$ cat config.mk
export PLATFORM = sky130hd
export DESIGN_NAME = ram_march_tester
export DESIGN_NICKNAME = d
export VERILOG_FILES = /design/src/rtl/ram_march_tester.sv
export SDC_FILE = /design/constraint.sdc
export NUM_CORES = 1
export LEC_CHECK = 0
export ABC_CLOCK_PERIOD_IN_PS = 2200
export CORE_MARGIN = 4
export CORE_UTILIZATION = 30
export DETAILED_ROUTE_END_ITERATION = 8
export DONT_BUFFER_PORTS = 1
export SETUP_SLACK_MARGIN = 0.15
export SLEW_MARGIN = 30
export SYNTH_ARGS = -nofsm -noshare
export SYNTH_HDL_FRONTEND = slang
export SYNTH_SLANG_ARGS = --single-unit
$ cat constraint.sdc
create_clock -name Clock -period 2.2 [get_ports Clock]
set_input_delay 0 -clock Clock [delete_from_list [all_inputs] [get_ports Clock]]
set_output_delay 0 -clock Clock [all_outputs]
set_load 0.02 [all_outputs]
$ cat src/rtl/ram_march_tester.sv
// rtl/ram_march_tester.sv - four-pass march self-test initiator for a single-port synchronous RAM
// Optional: RAM_MARCH_TESTER_CHECKERBOARD_EN selects a per-address checkerboard background.
module ram_march_tester #(
  parameter int                    ADDRESS_WIDTH = 16,
  parameter int                    DATA_WIDTH    = 8,
  parameter int                    MEMORY_DEPTH  = 2**ADDRESS_WIDTH,
  parameter logic [DATA_WIDTH-1:0] PATTERN       = '0
) (
  input  logic                     Clock,
  input  logic                     Reset,
  input  logic                     Start_i,
  output logic                     Busy_o,
  output logic                     Done_o,
  output logic                     Pass_o,
  output logic                     Fail_o,
  output logic [ADDRESS_WIDTH-1:0] FailAddress_o,
  output logic [DATA_WIDTH-1:0]    FailData_o,
  output logic                     RamReadEnable_o,
  output logic                     RamWriteEnable_o,
  output logic [ADDRESS_WIDTH-1:0] RamAddress_o,
  output logic [DATA_WIDTH-1:0]    RamData_o,
  input  logic [DATA_WIDTH-1:0]    RamData_i
);

  typedef enum logic [2:0] {S_IDLE, S_P0, S_P1, S_P2, S_P3, S_FLUSH, S_DONE} state_t;

  localparam logic [ADDRESS_WIDTH-1:0] LAST_ADDRESS = ADDRESS_WIDTH'(MEMORY_DEPTH - 1);

  if (MEMORY_DEPTH < 2 || MEMORY_DEPTH > 2**ADDRESS_WIDTH) begin : g_depth_check
    $fatal(1, "ram_march_tester: MEMORY_DEPTH out of range");
  end

  state_t                  state_q, state_d;
  logic                    busy_q, busy_d, done_q, done_d, pass_q, pass_d, fail_q, fail_d;
  logic [ADDRESS_WIDTH-1:0] fail_addr_q, fail_addr_d;
  logic [DATA_WIDTH-1:0]    fail_data_q, fail_data_d;
  logic                    re_q, re_d, we_q, we_d;
  logic [ADDRESS_WIDTH-1:0] addr_q, addr_d;
  logic [DATA_WIDTH-1:0]    data_q, data_d, exp_q, exp_d;
  logic                    pipe_valid_q;
  logic [DATA_WIDTH-1:0]    pipe_exp_q;
  logic [ADDRESS_WIDTH-1:0] pipe_addr_q;
  logic [DATA_WIDTH-1:0]    bg;
  logic                    compare_active, mismatch;

  // The pipeline holds the read the RAM sampled last edge; its data is on RamData_i now.
  assign compare_active = (state_q == S_P0) || (state_q == S_P1) || (state_q == S_P2) ||
                          (state_q == S_P3) || (state_q == S_FLUSH);
  assign mismatch = compare_active && pipe_valid_q && (RamData_i != pipe_exp_q);

  always_comb begin
    state_d     = state_q;
    busy_d      = busy_q;
    done_d      = 1'b0;
    pass_d      = pass_q;
    fail_d      = fail_q;
    fail_addr_d = fail_addr_q;
    fail_data_d = fail_data_q;
    re_d        = 1'b0;
    we_d        = 1'b0;
    addr_d      = addr_q;
    data_d      = data_q;
    exp_d       = exp_q;

    case (state_q)
      S_IDLE: if (Start_i) begin
        state_d     = S_P0;
        addr_d      = '0;
        busy_d      = 1'b1;
        pass_d      = 1'b0;
        fail_d      = 1'b0;
        fail_addr_d = '0;
        fail_data_d = '0;
      end
      S_P0: if (addr_q == LAST_ADDRESS) begin
        state_d = S_P1;
        addr_d  = '0;
      end else addr_d = addr_q + ADDRESS_WIDTH'(1);
      S_P1: if (addr_q == LAST_ADDRESS) begin
        state_d = S_P2;
        addr_d  = LAST_ADDRESS;
      end else addr_d = addr_q + ADDRESS_WIDTH'(1);
      S_P2: if (addr_q == '0) begin
        state_d = S_P3;
        addr_d  = LAST_ADDRESS;
      end else addr_d = addr_q - ADDRESS_WIDTH'(1);
      S_P3: if (addr_q == '0) state_d = S_FLUSH;
            else addr_d = addr_q - ADDRESS_WIDTH'(1);
      S_FLUSH: state_d = S_DONE;
      default: state_d = S_IDLE;
    endcase

    if (mismatch && !fail_q) begin
      state_d     = S_DONE;
      addr_d      = addr_q;
      fail_d      = 1'b1;
      fail_addr_d = pipe_addr_q;
      fail_data_d = RamData_i;
    end

`ifdef RAM_MARCH_TESTER_CHECKERBOARD_EN
    bg = addr_d[0] ? ~PATTERN : PATTERN;
`else
    bg = PATTERN;
`endif

    // Strobes and data belong to the command being registered for the next cycle.
    case (state_d)
      S_P0: begin we_d = 1'b1; data_d = bg; end
      S_P1: begin re_d = 1'b1; we_d = 1'b1; data_d = ~bg; exp_d = bg; end
      S_P2: begin re_d = 1'b1; we_d = 1'b1; data_d = bg; exp_d = ~bg; end
      S_P3: begin re_d = 1'b1; exp_d = bg; end
      S_DONE: begin done_d = 1'b1; busy_d = 1'b0; pass_d = ~fail_d; end
      default: ;
    endcase
  end

  always_ff @(posedge Clock or negedge Reset) begin
    if (!Reset) begin
      state_q      <= S_IDLE;
      busy_q       <= 1'b0;
      done_q       <= 1'b0;
      pass_q       <= 1'b0;
      fail_q       <= 1'b0;
      fail_addr_q  <= '0;
      fail_data_q  <= '0;
      re_q         <= 1'b0;
      we_q         <= 1'b0;
      addr_q       <= '0;
      data_q       <= '0;
      exp_q        <= '0;
      pipe_valid_q <= 1'b0;
      pipe_exp_q   <= '0;
      pipe_addr_q  <= '0;
    end else begin
      state_q      <= state_d;
      busy_q       <= busy_d;
      done_q       <= done_d;
      pass_q       <= pass_d;
      fail_q       <= fail_d;
      fail_addr_q  <= fail_addr_d;
      fail_data_q  <= fail_data_d;
      re_q         <= re_d;
      we_q         <= we_d;
      addr_q       <= addr_d;
      data_q       <= data_d;
      exp_q        <= exp_d;
      pipe_valid_q <= re_q;
      pipe_exp_q   <= exp_q;
      pipe_addr_q  <= addr_q;
    end
  end

  assign Busy_o           = busy_q;
  assign Done_o           = done_q;
  assign Pass_o           = pass_q;
  assign Fail_o           = fail_q;
  assign FailAddress_o    = fail_addr_q;
  assign FailData_o       = fail_data_q;
  assign RamReadEnable_o  = re_q;
  assign RamWriteEnable_o = we_q;
  assign RamAddress_o     = addr_q;
  assign RamData_o        = data_q;

endmodule
Yosys cells after proc, flatten, opt, wreduce, memory -nomap -nowiden

Index checks and enable logic that the tools add are counted.

Register bits: 90
Input port bits: 11
Output and inout port bits: 54
Word-level logic and storage cells: 89

$add $sub $neg: 2
Equality and inequality tests: 14
Muxes and demuxes: 32
Bitwise operators: 2
Reduce and logical (&&, ||, !) cells: 24

Operators by type and width:

| operator                                                              | count |
|---|---|
| 16-bit 2-to-1 mux                                                     | 7 |
| 16-bit case mux with 5 select lines                                   | 1 |
| 8-bit case mux with 2 select lines                                    | 2 |
| 8-bit 2-to-1 mux                                                      | 3 |
| 3-bit 2-to-1 mux                                                      | 6 |
| 3-bit case mux with 6 select lines                                    | 1 |
| 16-bit by 1-bit adder with 16-bit output (second input constant)      | 1 |
| 16-bit == test (second input constant)                                | 1 |
| 16-bit zero test                                                      | 1 |
| 16-bit by 1-bit subtractor with 16-bit output (second input constant) | 1 |
| 3-bit by 2-bit == test with 1-bit output (second input constant)      | 4 |
| 3-bit == test (second input constant)                                 | 4 |
| 1-bit 2-to-1 mux                                                      | 12 |
| 2-bit nonzero test                                                    | 6 |
| 8-bit inequality test                                                 | 1 |
| 3-bit by 1-bit == test with 1-bit output (second input constant)      | 2 |
| 3-bit OR reduction                                                    | 2 |
| 5-bit nonzero test                                                    | 1 |
| 1-bit logical OR                                                      | 4 |
| 2-bit inequality test (second input constant)                         | 2 |
| 2-bit AND reduction                                                   | 2 |
| 4-bit AND reduction                                                   | 1 |
| 2-bit OR reduction                                                    | 2 |
| 1-bit logical AND                                                     | 3 |
| other kinds (3)                                                       | 4 |

Longest topological paths before layout

Gate-level depths: netlist of run 1.

Word-level depth: 12
Depth in mapped cells: 9
Mapped depth without buffers: 8

Least setup slack after synthesis of run 1

No wires, ideal clock.

Path kind: register -> register
Start point: reg addr_q[12], in the netlist RamAddress_o[12]
End point: reg addr_q[12], in the netlist RamAddress_o[12]
Setup time: 0.126 ns
Arrival: 2.334 ns
Required time: 2.074 ns
Slack: -0.260 ns
Cell stages (with the launch flop): 9
Buffers on the path: 2
Clock period less this slack: 2.460 ns
Cells stage by stage: dfrtp_1 -> buf_2 -> or4_1 -> nor4_4 -> o21ai_1 -> and2_1 -> buf_2 -> a41oi_2 -> o22ai_1

Longest elaborated chain between the ends: 3
Elaborated cells between the ends (all ways): 11
Those cells by class: add/sub (2); eq/ne (2); mux (5); reduce/logical (2)

RTL lines:

| item                                                                        | RTL line | text |
|---|---|---|
| start: declaration                                                          | 38       | `logic [ADDRESS_WIDTH-1:0] addr_q, addr_d;` |
| start signal: assignment                                                    | 145      | `addr_q <= addr_d;` |
| 16-bit by 1-bit subtractor with 16-bit output, or another cell as far along | 86, 88   |  |
| 16-bit 2-to-1 mux, or another cell as far along                             | 87       | `S_P3: if (addr_q == '0) state_d = S_FLUSH;` |
| 16-bit case mux with 5 select lines or 4-bit AND reduction (tied branches)  | -        |  |

Several ways; a longest one is shown, not always the timed one. The select of a mux whose other input is x is not followed.
A chain may end at the register's enable or synchronous reset.

Final worst setup path of run 1

Start point: reg addr_q[8], in the netlist RamAddress_o[8]
End point: reg addr_q[12], in the netlist RamAddress_o[12]

The elaborated chain is that of the path after synthesis.

==> results.json, run 1 <==
{
  "status": "finished with violations",
  "violations": "setup timing",
  "final_util_pct": 41.20,
  "synth_top_area_share_pct": 46.95,
  "drt_wl_total_um": 11670,
  "nets": 492,
  "insertion_delay_ps": 340,
  "first_global_vias": 3386,
  "grt_usage_pct": 16.70,
  "synth_cell_types": 63,
  "drtIter0Drc": 312,
  "cellPowerDensity_nw_per_um2": 894.5,
  "fin_ws_ps": -56.75,
  "crit_required_ps": 2450,
  "startpoint_type": "flop",
  "synth-seq-area-share_pct": 46.95,
  "cts_max_level": 3,
  "synth_largest_area_cell": "dfrtp_1",
  "die_height_um": 118.7,
  "drt_pass1_iterations": 8,
  "clk_pin_slew_ps": 60,
  "rows": 40,
  "synth_fp_nets": 428,
  "drtAntennaViolNets": 0,
  "fp.coreArea_sq_um": 12010,
  "async_flop_share_pct": 100.0,
  "ys_ff_latch": 69,
  "syn_inst": 414,
  "cts_buffer_depth": 2,
  "placed_cells": 596,
  "critPathKind": "flop to flop",
  "crit_chain": "or4_4 > nor4_4 > buf_4 > o22ai_2 > nand2_2 > buf_6 > a21oi_2 > o22ai_1",
  "cap_violations": 0,
  "min_period_ps": 2257,
  "synth_area_leaders": "dfrtp_1, nand2_1, nand3_1",
  "ir_worst_vdd_mv": 0.4321,
  "slew_viol_final": 0,
  "grt_first_pass_wirelength_um": 18710,
  "cts_root_buf": "clkbuf_16",
  "yosysWarnings": 0,
  "dp_hpwl_um": 8161,
  "die-area_sq_um": 14090,
  "rsz0062_at_grt": "yes",
  "finalSetupTns_ps": -418.7,
  "fin_cells": 630,
  "fin_crit_sh_pct": 102.6,
  "syn_to_final_growth_pct": 34.57,
  "grt_antenna_before_repair": 0,
  "numCtsBuffers": 9,
  "crit_family": "simple AND/OR/NAND/NOR gates",
  "critPathBufInv": 2,
  "initial_utilization_pct": 30.61,
  "tritoncts": "built",
  "synth.avg_cell_area_sq_um": 8.882,
  "drive_above_1_share_pct": 29.19,
  "cts_sinks": 69,
  "antenna_cells": 0,
  "netlist_area_sq_um": 3677,
  "total_power_uw": 4427,
  "synth-edff-count": 0,
  "cp_max_fo": 8,
  "worstMarginPinSlew_ps": 445.7,
  "drc": 0,
  "min_path_type": "primary input to flop",
  "p_leak_uw": 0.002215,
  "synth_flop_cell": "dfrtp_1",
  "vias": 3472,
  "fmax_ghz": 0.4431,
  "overflow": 0,
  "crit_slowest_cell": "or4_4",
  "placed_area_sq_um": 4245,
  "avgViaCountPerCell": 5.511,
  "io_buffers": 0,
  "end_kind": "flop",
  "pin_count": 65,
  "mostFrequentLayoutCell": "buf_4",
  "final_area_sq_um": 4949,
  "grt_max_degree": 70,
  "setup_violations": 13,
  "fp.dieW_um": 118.7,
  "place_congestion": 0.9227,
  "cp_slowest_stage_delay_ps": 580,
  "finalHoldViolations": 0,
  "cp.arrival_ps": 2510,
  "routedWlPerCell_um": 18.53,
  "final_cell_mix": "buf_4, nand2_1, dfrtp_1",
  "finalClockSkew_ps": 6.702,
  "slew_headroom_pct": 70.21
}
==> through the flow <==
| stage | hold slack (ps) | setup slack (ps) |
|---|---|---|
| final | 210.0 | -56.75 |
| after global routing | 230.3 | -142.9 |
| after CTS | 178.3 | -22.59 |
| after detailed placement | -293.8 | -246.5 |
| after global placement | -293.6 | -175.7 |
| after floorplan | -295.6 | -195.3 |
==> path summary, 6_finish.rpt <==
kind	startpoint	endpoint	slack, ps	depth (start not counted)
max	RamAddress_o[8]$_DFFE_PN0P_	RamAddress_o[12]$_DFFE_PN0P_	-60	8
min	RamData_i[7]	Fail_o$_DFF_PN0_	210	5
max reg2reg	RamAddress_o[8]$_DFFE_PN0P_	RamAddress_o[12]$_DFFE_PN0P_	-60	8
min reg2reg	exp_q[6]$_DFFE_PN0P_	pipe_exp_q[6]$_DFF_PN0_	430	0
max in group asynchronous	Reset	RamData_o[6]$_DFFE_PN0P_	1680	2
min in group asynchronous	Reset	pipe_addr_q[0]$_DFF_PN0_	220	2
==> sequential cells by signal (all words and copies together) (netlist names) <==
signal            count
pipe_exp_q            1
state_q               3
RamAddress_o         16
Busy_o                1
RamWriteEnable_o      1
FailAddress_o        16
FailData_o            8
pipe_valid_q          1
exp_q                 1
RamData_o             1
Pass_o                1
RamReadEnable_o       1
Fail_o                1
pipe_addr_q          16
Done_o                1
==> worst min-delay path: cells and delay by family <==
kind / cells / cell delay [ps]
buffers and inverters: 1 / 220
AND/OR/NAND/NOR: 4 / 300
==> timing repair <==
action                                  CTS  global route
resized for setup                        34             9
hold buffers                             11             0
endpoints found under the setup margin   25            25
pin swaps                                22             4
hold endpoints to repair                 78             0
cloned                                    0             0
buffers inserted                          4             3
==> where the power goes <==
part	switching, uW	total, uW	internal [uW]
Combinational	736	1250	516
Clock	556	1700	1140
Sequential	66.1	1480	1410
==> synth_stat cells (3+ instances only) <==
library cell  instances
nand2b_1              5
a31oi_1               4
dfrtp_1              69
clkbuf_1             18
nor4_1                6
o221ai_1              3
nand2_1              70
inv_1                 9
ha_1                  3
o21ai_0              16
o21ai_1               3
nor3_1               15
xor2_1                6
buf_4                 7
xnor2_1               8
and2_1                6
and3_1                3
nor2_1               22
or4_1                 5
buf_2                 8
a22o_1                5
nand4_1               7
o31a_1                5
nand3_1              38
o22ai_1               5
or2_2                 3
a21oi_1              23
==> metal layers <==
layer  up-vias  global-route usage [%]  routed length (um)  part of all wire [%]
li1       1607                       -                   -                     -
met3        23                   5.215                1093                   9.4
met2       147                   25.90                5479                    47
met1      1695                   21.51                4882                    42
met4         0                   7.024                 219                   1.9
met5         -                       0                   0                     0
==> cell type report <==
cell class / count / area, sq um
Tap cell: 147 / 183.9
Clock buffer: 11 / 242.7
Sequential cell: 69 / 1735
Timing Repair Buffer: 88 / 743.2
Clock inverter: 5 / 107.6
Inverter: 9 / 33.78
Fill cell: 1190 / 7063
Multi-Input combinational cell: 301 / 1902
==> kinds of logic after synthesis <==
family,Yosys count,synth area share (%)
buf+inv,44,5.682
fa+ha+maj,3,1.021
simple gates,194,26.44
compound gates,89,16.30
mux,1,0.2722
xor+xnor,14,3.335
flops,69,46.95
(Power assumes the default switching activity.)
==> inputs of run 2 (changes only) <==
--- a/config.mk
+++ b/config.mk
@@ -7,9 +7,10 @@
 export LEC_CHECK = 0
 export ABC_CLOCK_PERIOD_IN_PS = 2200
 export CORE_MARGIN = 4
-export CORE_UTILIZATION = 30
+export CORE_UTILIZATION = 57
 export DETAILED_ROUTE_END_ITERATION = 8
 export DONT_BUFFER_PORTS = 1
+export PLACE_DENSITY = 0.75
 export SETUP_SLACK_MARGIN = 0.15
 export SLEW_MARGIN = 30
 export SYNTH_ARGS = -nofsm -noshare
==> results.json, run 2 (synthesized netlist as in run 1, its figures left out) <==
{
  "overflow": 0,
  "fin_ws_ps": -113.8,
  "place_congestion": 0.9911,
  "final_cell_mix": "buf_4, dfrtp_1, nand2_1",
  "min_path_type": "primary input to flop",
  "slew_viol_final": 0,
  "place_ws_ps": -252.8,
  "initial_utilization_pct": 58.24,
  "cap_violations": 0,
  "final_area_sq_um": 4766,
  "finalHoldViolations": 0,
  "violations": "setup timing",
  "worstMarginPinSlew_ps": 438.4,
  "die-area_sq_um": 7800,
  "cts_max_level": 3,
  "vias": 3558,
  "cts_root_buf": "clkbuf_8",
  "die_height_um": 88.32,
  "cp.arrival_ps": 2550,
  "grt_max_degree": 70,
  "fp.coreArea_sq_um": 6314,
  "crit_chain": "buf_4 > nand4_1 > nor4_2 > buf_4 > buf_4 > o21ai_0 > nand3_1 > and2b_1 > a21o_1",
  "grt_antenna_before_repair": 0,
  "crit_slowest_cell": "dfrtp_1",
  "setup_violations": 16,
  "avgViaCountPerCell": 6.422,
  "slew_headroom_pct": 71.01,
  "tritoncts": "built",
  "placed_area_sq_um": 4094,
  "antenna_cells": 0,
  "drtIter0Drc": 381,
  "cp-startpoint": "RamAddress_o[10]$_DFFE_PN0P_",
  "critPathKind": "flop to flop",
  "drive_above_1_share_pct": 30.19,
  "startpoint_type": "flop",
  "fmax_ghz": 0.4322,
  "timing.critical_path.mode_cell": "buf_4",
  "finalClockSkew_ps": 10.66,
  "first_global_vias": 3337,
  "cp_max_fo": 4,
  "grt_first_pass_wirelength_um": 17150,
  "rows": 29,
  "clk_pin_slew_ps": 80,
  "cts_buffer_depth": 2,
  "fin_crit_sh_pct": 105.2,
  "end_kind": "flop",
  "drt_pass1_iterations": 5,
  "cellPowerDensity_nw_per_um2": 799.3,
  "drc": 0,
  "fillers": 434,
  "rsz0062_at_grt": "yes",
  "status": "finished with violations",
  "mostFrequentLayoutCell": "buf_4",
  "ir_worst_vdd_mv": 0.6280,
  "reg2reg_from": "RamAddress_o[10]$_DFFE_PN0P_",
  "worstHoldStart": "RamData_i[7]",
  "drtAntennaViolNets": 0,
  "numCtsBuffers": 9,
  "dp_hpwl_um": 7545,
  "drt_wl_total_um": 11250,
  "holdWs_ps": 172.5,
  "pin_count": 65,
  "cp_slowest_stage_delay_ps": 430,
  "cts_sinks": 69,
  "min_period_ps": 2314,
  "syn_to_final_growth_pct": 29.60,
  "io_buffers": 0,
  "p_leak_uw": 0.002168,
  "insertion_delay_ps": 340,
  "crit_required_ps": 2440,
  "routedWlPerCell_um": 20.30,
  "fp.dieW_um": 88.32,
  "grt_usage_pct": 28.98,
  "nets": 486
}
==> run 2: changes by cell type in the layout (fill, tap and decap cells not counted), moves of 3 or more <==
cell and change:
o21ai_2 +5, nand2_1 -4, buf_4 -3, clkbuf_16 -9, buf_6 -7, clkbuf_8 +8, nand2_4 +5, o21ai_1 -4
==> run 2: routing by layer <==
layer	global-route usage [%]	wire, um
met3	6.518	1000
met5	0	0
met4	11.40	400
met1	37.90	4551
met2	46.91	5294
==> run 2: critical path: cells and delay by family (launching register included) <==
kind	cells	cell delay, ps
compound gates	2	280
flops	1	430
simple gates	4	1010
buf+inv	3	510
==> run 2: path summary, 6_finish.rpt <==
kind | to | slack [ps] | cells past startpoint
setup / recovery | RamReadEnable_o$_DFF_PN0_ | -110 | 9
hold / removal | state_q[0]$_DFF_PN0_ | 170 | 4
setup reg to reg | RamReadEnable_o$_DFF_PN0_ | -110 | 9
hold reg to reg | FailAddress_o[10]$_DFFE_PN0P_ | 440 | 2
max in group asynchronous | RamAddress_o[1]$_DFFE_PN0P_ | 1690 | 2
min in group asynchronous | pipe_addr_q[1]$_DFF_PN0_ | 210 | 2
==> run 2: power by group <==
part,internal [uW],switching [uW]
clock,638,489
sequential,1410,63.4
combinational,467,744
==> run 2: timing repair <==
item	CTS	global route
setup buffers	5	4
resized for setup	14	43
pin swaps	8	16
gates cloned	1	1
hold endpoints to repair	78	0
endpoints found under the setup margin	24	24
hold buffers	11	0
==> run 2: area by class of cell <==
type                    count  area (sq um)  area share [%]
clock inverters             6         87.58           1.838
flip-flops and latches     69          1734           36.39
clock buffers              10         127.6           2.678
inverters                   9         33.78          0.7088
repair buffers             81         709.4           14.89
well taps                  77         96.34           2.022
multi-input cells         302          1977           41.48
==> run 2: through the flow <==
step | util [%] | power [uW] | cells | setup TNS (ps)
5_1_grt | 75.49 | 3976 | 554 | -2764
6_report | 75.49 | 3809 | 554 | -767.6
4_1_cts | 72.00 | 3698 | 549 | -732.6
3_5_place_dp | 64.84 | 2506 | 516 | -2111
3_3_place_gp | 64.84 | 2474 | 516 | -1054
2_1_floorplan | - | 2243 | 414 | -2061
==> inputs of run 3 (changes only) <==
--- a/config.mk
+++ b/config.mk
@@ -5,12 +5,13 @@
 export SDC_FILE = /design/constraint.sdc
 export NUM_CORES = 1
 export LEC_CHECK = 0
+export ABC_AREA = 1
 export ABC_CLOCK_PERIOD_IN_PS = 2200
 export CORE_MARGIN = 4
 export CORE_UTILIZATION = 57
 export DETAILED_ROUTE_END_ITERATION = 8
 export DONT_BUFFER_PORTS = 1
-export PLACE_DENSITY = 0.75
+export PLACE_DENSITY = 0.85
 export SETUP_SLACK_MARGIN = 0.15
 export SLEW_MARGIN = 30
 export SYNTH_ARGS = -nofsm -noshare
==> results.json, run 3 <==
{
  "status": "completed",
  "mostFrequentLayoutCell": "nand2_1",
  "clk_pin_slew_ps": 80,
  "crit_chain": "ha_2 > nand2_1 > nor2_4 > nand2_4 > nor2_8 > nor2_4 > nor2_8 > inv_2 > o21ai_2 > nand3_1 > nand2_1 > o21ai_2",
  "fin_crit_sh_pct": 89.74,
  "fmax_ghz": 0.5065,
  "grt_antenna_before_repair": 0,
  "grt_usage_pct": 24.93,
  "whs_path_depth": 4,
  "initial_utilization_pct": 59.95,
  "io_buffers": 0,
  "finalClockSkew_ps": 11.18,
  "rows": 29,
  "end_kind": "flop",
  "overflow": 0,
  "ys_top_cells_by_count": "nand2_1, dfrtp_1, nand3_1, nor2_1, inv_1",
  "cap_violations": 0,
  "cts_max_level": 3,
  "cts_buffer_depth": 2,
  "fp.coreArea_sq_um": 6495,
  "min_period_ps": 1974,
  "final_util_pct": 69.22,
  "async_flop_share_pct": 100.0,
  "cts_sinks": 69,
  "crit_cells": 12,
  "crit_required_ps": 2450,
  "cts_root_buf": "clkbuf_8",
  "netlist_area_sq_um": 3894,
  "yosysMostFrequentCell": "nand2_1",
  "avgViaCountPerCell": 5.729,
  "numCtsBuffers": 9,
  "crit_slowest_cell": "dfrtp_1",
  "placed_area_sq_um": 4001,
  "synth_fp_nets": 514,
  "final_area_sq_um": 4496,
  "routedWlPerCell_um": 16.69,
  "final_cell_mix": "nand2_1, dfrtp_1, nand3_1",
  "worstMarginPinSlew_ps": 486.6,
  "place_congestion": 0.9888,
  "grt_first_pass_wirelength_um": 16430,
  "slew_headroom_pct": 67.48,
  "drtAntennaViolNets": 0,
  "rsz0062_at_grt": "yes",
  "cp_max_fo": 10,
  "ys_ff_latch": 69,
  "synth_largest_area_cell": "dfrtp_1",
  "syn_to_final_growth_pct": 15.46,
  "drt_wl_total_um": 10220,
  "drtIter0Drc": 321,
  "setup_violations": 0,
  "first_global_vias": 3211,
  "tritoncts": "built",
  "placed_cells": 578,
  "multi_input_area_sq_um": 1941,
  "min_path_type": "primary input to flop",
  "die-area_sq_um": 8217,
  "syn_inst": 500,
  "pin_count": 65,
  "dp_hpwl_um": 6963,
  "p_leak_uw": 0.002277,
  "seqCellArea_sq_um": 1729,
  "yosysWarnings": 0,
  "antenna_cells": 0,
  "critPathBufInv": 1,
  "ir_worst_vdd_mv": 0.2934,
  "cellPowerDensity_nw_per_um2": 544.1,
  "slew_viol_final": 0,
  "startpoint_type": "flop",
  "synth-edff-count": 0,
  "finalHoldViolations": 0,
  "fillers": 503,
  "cp.arrival_ps": 2220,
  "cp_slowest_stage_delay_ps": 430,
  "synth_cell_types": 35,
  "nets": 544,
  "fin_cells": 612,
  "vias": 3506,
  "crit_family": "simple AND/OR/NAND/NOR gates",
  "drt_pass1_iterations": 5,
  "synth.avg_cell_area_sq_um": 7.787,
  "synth_top_area_share_pct": 44.34,
  "synth_flop_cell": "dfrtp_1",
  "drive_above_1_share_pct": 21.31,
  "finalSetupTns_ps": 0,
  "die_height_um": 90.65,
  "synth_area_leaders": "dfrtp_1, nand2_1, nand3_1",
  "synth-seq-area-share_pct": 44.34,
  "fp.dieW_um": 90.65,
  "grt_max_degree": 70,
  "critPathKind": "flop to flop",
  "insertion_delay_ps": 350,
  "reg2reg_depth": 12,
  "drc": 0
}
run 3: changes by cell type after synthesis, moves of 7 or more:
cell	change
a21oi_1	-13
clkbuf_1	-15
inv_1	+27
inv_2	+7
nand2_1	+93
nand3_1	+9
nor2_1	+24
nor2_2	+11
nor3_1	-11
o21ai_2	+7
run 3: kinds of logic after synthesis:
group	Yosys count	synth area share [%]
flip-flops	69	44.34
buffers and inverters	65	8.290
adder cells (fa/ha/maj)	3	0.9641
XOR/XNOR	13	2.924
AND/OR/NAND/NOR	302	36.38
AO/OA/AOI/OAI	48	7.102
run 3: per-layer routing:
metal	up-vias	routed length (um)	track usage, %	part of all wire (%)
met5	-	0	0	0
met1	1655	4256	34.48	42
met2	183	4705	37.37	46
met3	30	991	5.250	9.7
met4	0	262	11.61	2.6
li1	1638	-	-	-
run 3: timing repair:
item | 4_1_cts | 5_1_grt
pin swaps | 1 | 3
hold buffers | 10 | 0
gates cloned | 0 | 1
endpoints found under the setup margin | 1 | 22
gates resized for setup | 1 | 28
setup buffers | 0 | 7
hold endpoints to repair | 77 | 0
run 3: layout make-up:
type / instances / area share (%)
sequential: 69 / 38.46
clock inverter: 6 / 1.948
timing repair buffer: 40 / 7.709
clock buffer: 10 / 2.839
tap: 77 / 2.143
multi-input combinational: 367 / 43.17
inverter: 43 / 3.729
run 3: worst min-delay path, cell delays in order:
cell and delay (ps):
nand2_1 60, nor3_2 50, buf_4 140, o21ai_1 150
run 3: report_power, final:
| group | leakage [uW] | internal [uW] | switching (uW) |
|---|---|---|---|
| Clock | 0.000110 | 638 | 492 |
| Combinational | 0.00135 | 17.9 | 29.7 |
| Sequential | 0.000820 | 1270 | 0 |
| Total | 0.00228 | 1920 | 522 |
run 3: final timing paths:
kind                                             startpoint                           end  slack [ps]
worst min-delay path                                Start_i              Fail_o$_DFF_PN0_         100
max in group asynchronous                             Reset  RamAddress_o[10]$_DFFE_PN0P_        1700
worst max-delay path            RamAddress_o[0]$_DFFE_PN0P_   RamAddress_o[4]$_DFFE_PN0P_         230
worst max register to register  RamAddress_o[0]$_DFFE_PN0P_   RamAddress_o[4]$_DFFE_PN0P_         230
worst min register to register         exp_q[6]$_DFFE_PN0P_       pipe_exp_q[6]$_DFF_PN0_         430
min in group asynchronous                             Reset  FailAddress_o[5]$_DFFE_PN0P_         200
run 3: per-stage QoR:
step	power (uW)	hold WS, ps	setup slack, ps
global route	2522	116.6	104.1
finish	2446	103.6	225.8
CTS	2458	100.7	160.4
floorplan	1297	-295.6	324.1
global placement	1297	-293.7	278.1
detailed placement	1297	-294.0	173.1
